**config.mk**
```make
export PLATFORM = sky130hd
export DESIGN_NAME = axis_width_downsizer
export DESIGN_NICKNAME = d
export VERILOG_FILES = /design/src/rtl/axis_pkg.sv /design/src/rtl/axis_width_downsizer.sv
export SDC_FILE = /design/constraint.sdc
export NUM_CORES = 1
export LEC_CHECK = 0
export BUFFER_PORTS_ARGS = -buffer_cell sky130_fd_sc_hd__buf_2
export CAP_MARGIN = 15
export CORE_ASPECT_RATIO = 0.7
export CORE_MARGIN = 4
export CORE_UTILIZATION = 30
export DETAILED_ROUTE_END_ITERATION = 6
export GPL_TIMING_DRIVEN = 0
export SLEW_MARGIN = 20
export SYNTH_ARGS = -nofsm -noshare
export SYNTH_HDL_FRONTEND = slang
export SYNTH_SLANG_ARGS = --single-unit
export TNS_END_PERCENT = 50
```
**constraint.sdc**
```tcl
create_clock -name aclk -period 2.3 [get_ports aclk]
set_input_delay 0.575 -clock aclk [delete_from_list [all_inputs] [get_ports aclk]]
set_output_delay 0.575 -clock aclk [all_outputs]
set_load 0.01 [all_outputs]
```
**src/rtl/axis_pkg.sv**
```systemverilog
// Shared AXI4-Stream width-converter helpers: state encoding, index sizing and
// the input/output width legality rule.
package axis_pkg;

  localparam int BYTE_W = 8;

  typedef enum logic {
    ST_EMPTY = 1'b0,
    ST_SPLIT = 1'b1
  } dsz_state_e;

  function automatic int clog2(input int value);
    int r;
    r = 0;
    for (int i = 0; i < 31; i++) begin
      if ((1 << i) < value) r = i + 1;
    end
    return r;
  endfunction

  // Slice index must stay at least one bit wide even when RATIO==1.
  function automatic int idx_width(input int ratio);
    int w;
    w = clog2(ratio);
    return (w < 1) ? 1 : w;
  endfunction

  function automatic bit ratio_legal(input int s_bytes, input int m_bytes);
    if (m_bytes < 1 || m_bytes > 256) return 1'b0;
    if (s_bytes < 2 || s_bytes > 512) return 1'b0;
    if (s_bytes < m_bytes) return 1'b0;
    return (s_bytes % m_bytes) == 0;
  endfunction

endpackage

```
**src/rtl/axis_width_downsizer.sv**
```systemverilog
// Wide-to-narrow AXI4-Stream converter: holds one wide beat and emits it as
// narrow slices, LSB slice first, dropping trailing null slices of tlast beats.
module axis_width_downsizer
  import axis_pkg::*;
#(
  parameter int S_TDATA_WIDTH        = 8,
  parameter int M_TDATA_WIDTH        = 2,
  parameter int TID_WIDTH            = 1,
  parameter int TDEST_WIDTH          = 1,
  parameter int TUSER_WIDTH_PER_BYTE = 1
) (
  input  logic                                          aclk,
  input  logic                                          aresetn,
  input  logic                                          s_axis_tvalid,
  output logic                                          s_axis_tready,
  input  logic [S_TDATA_WIDTH*8-1:0]                    s_axis_tdata,
  input  logic [S_TDATA_WIDTH-1:0]                      s_axis_tstrb,
  input  logic [S_TDATA_WIDTH-1:0]                      s_axis_tkeep,
  input  logic                                          s_axis_tlast,
  input  logic [TID_WIDTH-1:0]                          s_axis_tid,
  input  logic [TDEST_WIDTH-1:0]                        s_axis_tdest,
  input  logic [S_TDATA_WIDTH*TUSER_WIDTH_PER_BYTE-1:0] s_axis_tuser,
  output logic                                          m_axis_tvalid,
  input  logic                                          m_axis_tready,
  output logic [M_TDATA_WIDTH*8-1:0]                    m_axis_tdata,
  output logic [M_TDATA_WIDTH-1:0]                      m_axis_tstrb,
  output logic [M_TDATA_WIDTH-1:0]                      m_axis_tkeep,
  output logic [M_TDATA_WIDTH*TUSER_WIDTH_PER_BYTE-1:0] m_axis_tuser,
  output logic                                          m_axis_tlast,
  output logic [TID_WIDTH-1:0]                          m_axis_tid,
  output logic [TDEST_WIDTH-1:0]                        m_axis_tdest
);

  localparam int RATIO = S_TDATA_WIDTH / M_TDATA_WIDTH;
  localparam int IDX_W = idx_width(RATIO);
  localparam int SD_W  = S_TDATA_WIDTH * BYTE_W;
  localparam int MD_W  = M_TDATA_WIDTH * BYTE_W;
  localparam int SU_W  = S_TDATA_WIDTH * TUSER_WIDTH_PER_BYTE;
  localparam int MU_W  = M_TDATA_WIDTH * TUSER_WIDTH_PER_BYTE;
  localparam logic [IDX_W-1:0] LAST_IDX = IDX_W'(RATIO - 1);

  if (!ratio_legal(S_TDATA_WIDTH, M_TDATA_WIDTH)) begin : g_bad_ratio
    $error("axis_width_downsizer: S_TDATA_WIDTH must be a multiple of M_TDATA_WIDTH");
  end

  dsz_state_e             state_q, state_d;
  logic [IDX_W-1:0]       idx_q, idx_d;
  logic                   en_q, en_d;
  logic [SD_W-1:0]        data_q, data_d;
  logic [S_TDATA_WIDTH-1:0] strb_q, strb_d;
  logic [S_TDATA_WIDTH-1:0] keep_q, keep_d;
  logic [SU_W-1:0]        user_q, user_d;
  logic                   last_q, last_d;
  logic [TID_WIDTH-1:0]   tid_q, tid_d;
  logic [TDEST_WIDTH-1:0] tdest_q, tdest_d;

  logic                     final_slice;
  logic [S_TDATA_WIDTH-1:0] upper_keep;
  logic                     s_hs;
  logic                     m_hs;

  // A slice is the last one emitted when nothing kept lies above it in a tlast beat.
  always_comb begin
    upper_keep  = keep_q >> ((int'(idx_q) + 1) * M_TDATA_WIDTH);
    final_slice = (idx_q == LAST_IDX) || (last_q && (upper_keep == '0));
  end

  // en_q holds s_axis_tready low until the first edge after reset release.
  assign s_axis_tready = en_q && ((state_q == ST_EMPTY) || (m_axis_tready && final_slice));
  assign m_axis_tvalid = (state_q == ST_SPLIT);
  assign s_hs          = s_axis_tvalid && s_axis_tready;
  assign m_hs          = m_axis_tvalid && m_axis_tready;

  assign m_axis_tdata  = data_q[int'(idx_q) * MD_W +: MD_W];
  assign m_axis_tstrb  = strb_q[int'(idx_q) * M_TDATA_WIDTH +: M_TDATA_WIDTH];
  assign m_axis_tkeep  = keep_q[int'(idx_q) * M_TDATA_WIDTH +: M_TDATA_WIDTH];
  assign m_axis_tuser  = user_q[int'(idx_q) * MU_W +: MU_W];
  assign m_axis_tlast  = (state_q == ST_SPLIT) && last_q && final_slice;
  assign m_axis_tid    = tid_q;
  assign m_axis_tdest  = tdest_q;

  always_comb begin
    state_d = state_q;
    idx_d   = idx_q;
    en_d    = 1'b1;
    data_d  = data_q;
    strb_d  = strb_q;
    keep_d  = keep_q;
    user_d  = user_q;
    last_d  = last_q;
    tid_d   = tid_q;
    tdest_d = tdest_q;

    case (state_q)
      ST_EMPTY: begin
        if (s_hs) state_d = ST_SPLIT;
      end
      ST_SPLIT: begin
        if (m_hs) begin
          if (!final_slice) idx_d = idx_q + 1'b1;
          else if (!s_hs)   state_d = ST_EMPTY;
        end
      end
      default: state_d = ST_EMPTY;
    endcase

    // Loading only happens on an s handshake, which in SPLIT implies the final
    // slice is being consumed, so a stalled beat is never overwritten.
    if (s_hs) begin
      idx_d   = '0;
      data_d  = s_axis_tdata;
      strb_d  = s_axis_tstrb;
      keep_d  = s_axis_tkeep;
      user_d  = s_axis_tuser;
      last_d  = s_axis_tlast;
      tid_d   = s_axis_tid;
      tdest_d = s_axis_tdest;
    end
  end

  always_ff @(posedge aclk or negedge aresetn) begin
    if (!aresetn) begin
      state_q <= ST_EMPTY;
      idx_q   <= '0;
      en_q    <= 1'b0;
      data_q  <= '0;
      strb_q  <= '0;
      keep_q  <= '0;
      user_q  <= '0;
      last_q  <= 1'b0;
      tid_q   <= '0;
      tdest_q <= '0;
    end else begin
      state_q <= state_d;
      idx_q   <= idx_d;
      en_q    <= en_d;
      data_q  <= data_d;
      strb_q  <= strb_d;
      keep_q  <= keep_d;
      user_q  <= user_d;
      last_q  <= last_d;
      tid_q   <= tid_d;
      tdest_q <= tdest_d;
    end
  end

endmodule

```
==> results.cfg <==
[routing]
wl_per_cell_um = 19.11
firstDrtPassIters = 4
via_count = 2788
drc_errors = 0
final_antenna_net_count = 0
detail_route.iter0.violations = 113
avgViaCountPerCell = 4.662
drt-total-wl_mm = 11.43

[yosys]
synth_enable_flop_cells = 0
yosys_register_bits = 95
synthesis.area_um2 = 4509
synthFlopType = sky130_fd_sc_hd__dfrtp_1
asyncSetResetFlopFracSynth_pct = 100.0
yosys.area.top_type_share_pct = 52.72
netlist-cell-type-count = 30
yosysMostFrequentCell = sky130_fd_sc_hd__dfrtp_1
post_synth_most_frequent_cells = sky130_fd_sc_hd__dfrtp_1, sky130_fd_sc_hd__mux2_4, sky130_fd_sc_hd__mux2_2
netlist_instances = 254
yosysWarningCount = 0
synth.largest_area_cell = sky130_fd_sc_hd__dfrtp_1
synth.net_count = 350
synth_seq_area_share_pct = 52.72
syn_area_per_cell_um2 = 17.75
netlist_top_cells_area = sky130_fd_sc_hd__dfrtp_1, sky130_fd_sc_hd__mux2_4, sky130_fd_sc_hd__mux4_2, sky130_fd_sc_hd__mux2_2, sky130_fd_sc_hd__buf_12

[floorplan]
design.portCount = 122
core_area_um2 = 14720
die_height_um = 110.6
die_area_um2 = 17090
die-width_um = 154.5
placement_rows = 37
starting_density_of_the_core_pct = 30.63

[timing]
final.hold.worst_slack_ns = 0.1348
rsz0062_at_grt = yes
fin_crit_ns = 2.316
finalSetupViolCount = 2
setup_ws_ns = -0.01558
fin_worst_skew_ns = 0.008085
final.period_utilization_pct = 100.7
maxSlewViolCount = 0
fin_setup_tns_ns = -0.02641
timing_hold_violations_final = 0
timing.fmax_mhz = 431.9

[setup_path]
regToRegSetupSlack_ns = 0.06
worstReg2RegEnd = user_q[7]
worst_setup_sp_type = register
setup.worst_path.class = reg2out
crit_fanout = 3
crit_path_end_kind = output port
critical_path.reg2reg.startpoint = keep_q[6]
critical_path_arrival_ns = 1.74
cp_data_required_time_ns = 1.73
reg2reg_depth = 6

[clock_network]
cts_root_buf = sky130_fd_sc_hd__clkbuf_16
numCtsBuffers = 9
later_pin_clock_latency_in_the_skew_report_ns = 0.35
cts_hold_repair_buffers = 0
clk_path_buf_depth = 2
cts_tree = done
htree_levels = 3
clk_pin_slew_worst_paths_ns = 0.06
tritoncts_num_sinks = 95

[final_layout]
diodes = 0
layout-area-overhead-vs-synth_pct = 34.24
final_net_count = 494
final_layout_size_suffix_gt1_share_pct = 68.73

[place]
post-dp-hpwl_mm = 8.025
gpl.final_weighted_congestion = 0.7662
numPortBuffers = 121
dp_slack_ns = -0.4660

[hold_path]
hold_path.class = in2async

[run_status]
violations = negative setup slack
status = complete, but fails checks

[global_routing]
first_global_vias = 3198
maximum_number_of_pins_on_one_net_before_global_route_repair = 56
global_route_wire_length_before_repair_mm = 18.22
overflow = 0
antenna_violations_before_repair = 0
gr-usage-all-layers_pct = 13.83

[power_and_ir_drop]
power_per_cell_area_nw_per_um2 = 1473
design_power_total_uw = 8918
ir_drop_v = 0.0005757
static-leakage-power_uw = 0.002760

[flow_run]
cap_violations = 0
[critical path, stage by stage, from the launching register on]
cell                       delay, ns
sky130_fd_sc_hd__dfrtp_1        0.41
sky130_fd_sc_hd__nor4_4         0.33
sky130_fd_sc_hd__o221ai_2       0.17
sky130_fd_sc_hd__o21bai_4       0.18
sky130_fd_sc_hd__and3_1         0.18
sky130_fd_sc_hd__buf_2          0.13
[repair_timing]
item | in CTS | in global routing
pin swaps | 4 | 3
endpoints found under the setup margin | 24 | 89
gates resized for setup | 35 | 22
gates cloned | 1 | 0
setup buffers | 7 | 3
[per-stage QoR]
stage	std cells	area [um2]	util, %
detailed placement	571	5393	36.63
finish	598	6053	41.12
global placement	570	5359	36.40
floorplan	254	4509	-
CTS	595	5919	40.21
global route	598	6053	41.12
[how the worst max path moves through the flow]
stage                                 end  cells after the start  slack [ns]       from
after detailed placement  m_axis_tkeep[1]                      4       -0.47   idx_q[0]
after global placement    m_axis_tkeep[1]                      4       -0.46   idx_q[0]
after CTS                 m_axis_tstrb[1]                      4       -0.04   idx_q[0]
after floorplan           m_axis_tdata[0]                      3        0.12   idx_q[0]
final                        m_axis_tlast                      5       -0.02  keep_q[6]
after global routing         m_axis_tlast                      5       -0.10  keep_q[6]
[layout make-up]
class | instances | area (um2)
tap | 195 | 244.0
timing repair buffer | 133 | 833.3
clock inverter | 6 | 108.9
inverter | 1 | 3.754
sequential | 95 | 2377
buffer | 16 | 260.3
multi-input combinational | 142 | 1997
clock buffer | 10 | 229.0
fill | 1371 | 8668
[cells by family (layout without fill, tap and decap cells)]
group           Yosys count  count (layout)  synth area share, %
mux                     113             113                38.71
flops                    95              95                52.72
buf+inv                  17             166                4.107
compound gates           15              15                2.636
simple gates             12              12                1.471
fa+ha+maj                 1               1               0.2774
other cells               1               1              0.08316
[state kept, by name, indices dropped and copies added (netlist names)]
register / count
idx_q: 2
data_q: 64
en_q: 1
keep_q: 8
m_axis_tid: 1
strb_q: 8
m_axis_tdest: 1
last_q: 1
user_q: 8
m_axis_tvalid: 1
[cell usage in the layout (no fill, tap or decap)]
master and instances:
sky130_fd_sc_hd__o21a_1 2, sky130_fd_sc_hd__a31o_4 1, sky130_fd_sc_hd__nor2_4 1, sky130_fd_sc_hd__clkbuf_16 9, sky130_fd_sc_hd__o31ai_4 1, sky130_fd_sc_hd__ha_1 1, sky130_fd_sc_hd__o21bai_4 2, sky130_fd_sc_hd__mux2_4 60
sky130_fd_sc_hd__mux2_2 23, sky130_fd_sc_hd__o221ai_2 1, sky130_fd_sc_hd__mux4_2 22, sky130_fd_sc_hd__mux2_1 8, sky130_fd_sc_hd__clkbuf_1 1, sky130_fd_sc_hd__buf_6 17, sky130_fd_sc_hd__clkbuf_8 1, sky130_fd_sc_hd__and3_1 1
sky130_fd_sc_hd__a21o_1 1, sky130_fd_sc_hd__o21ai_0 3, sky130_fd_sc_hd__nor2_2 1, sky130_fd_sc_hd__nand2_1 2, sky130_fd_sc_hd__nand3_1 3, sky130_fd_sc_hd__nor4_4 1, sky130_fd_sc_hd__dfrtp_1 95, sky130_fd_sc_hd__buf_16 2
sky130_fd_sc_hd__bufinv_16 3, sky130_fd_sc_hd__buf_12 10, sky130_fd_sc_hd__conb_1 1, sky130_fd_sc_hd__buf_8 1, sky130_fd_sc_hd__a21oi_1 3, sky130_fd_sc_hd__nand3b_1 1, sky130_fd_sc_hd__clkinv_2 2, sky130_fd_sc_hd__buf_2 107
sky130_fd_sc_hd__clkbuf_4 2, sky130_fd_sc_hd__inv_1 1, sky130_fd_sc_hd__nor2b_1 1, sky130_fd_sc_hd__a31oi_1 1, sky130_fd_sc_hd__nor2_1 1, sky130_fd_sc_hd__clkinv_4 1, sky130_fd_sc_hd__buf_4 9
[where the power goes]
group / total [uW] / internal (uW) / switching [uW]
clock network: 1700 / 1060 / 642
registers: 3020 / 2520 / 503
logic: 4200 / 2690 / 1510
[routing by layer]
metal	routed length [um]	up-vias	share of wire (%)	track usage, %
li1	-	1241	-	-
met1	5581	1422	49	20.16
met2	4837	112	42	19.53
met3	869	13	7.6	5.014
met4	137	0	1.2	3.294
met5	0	-	0	0
(Power assumes the default switching activity.)
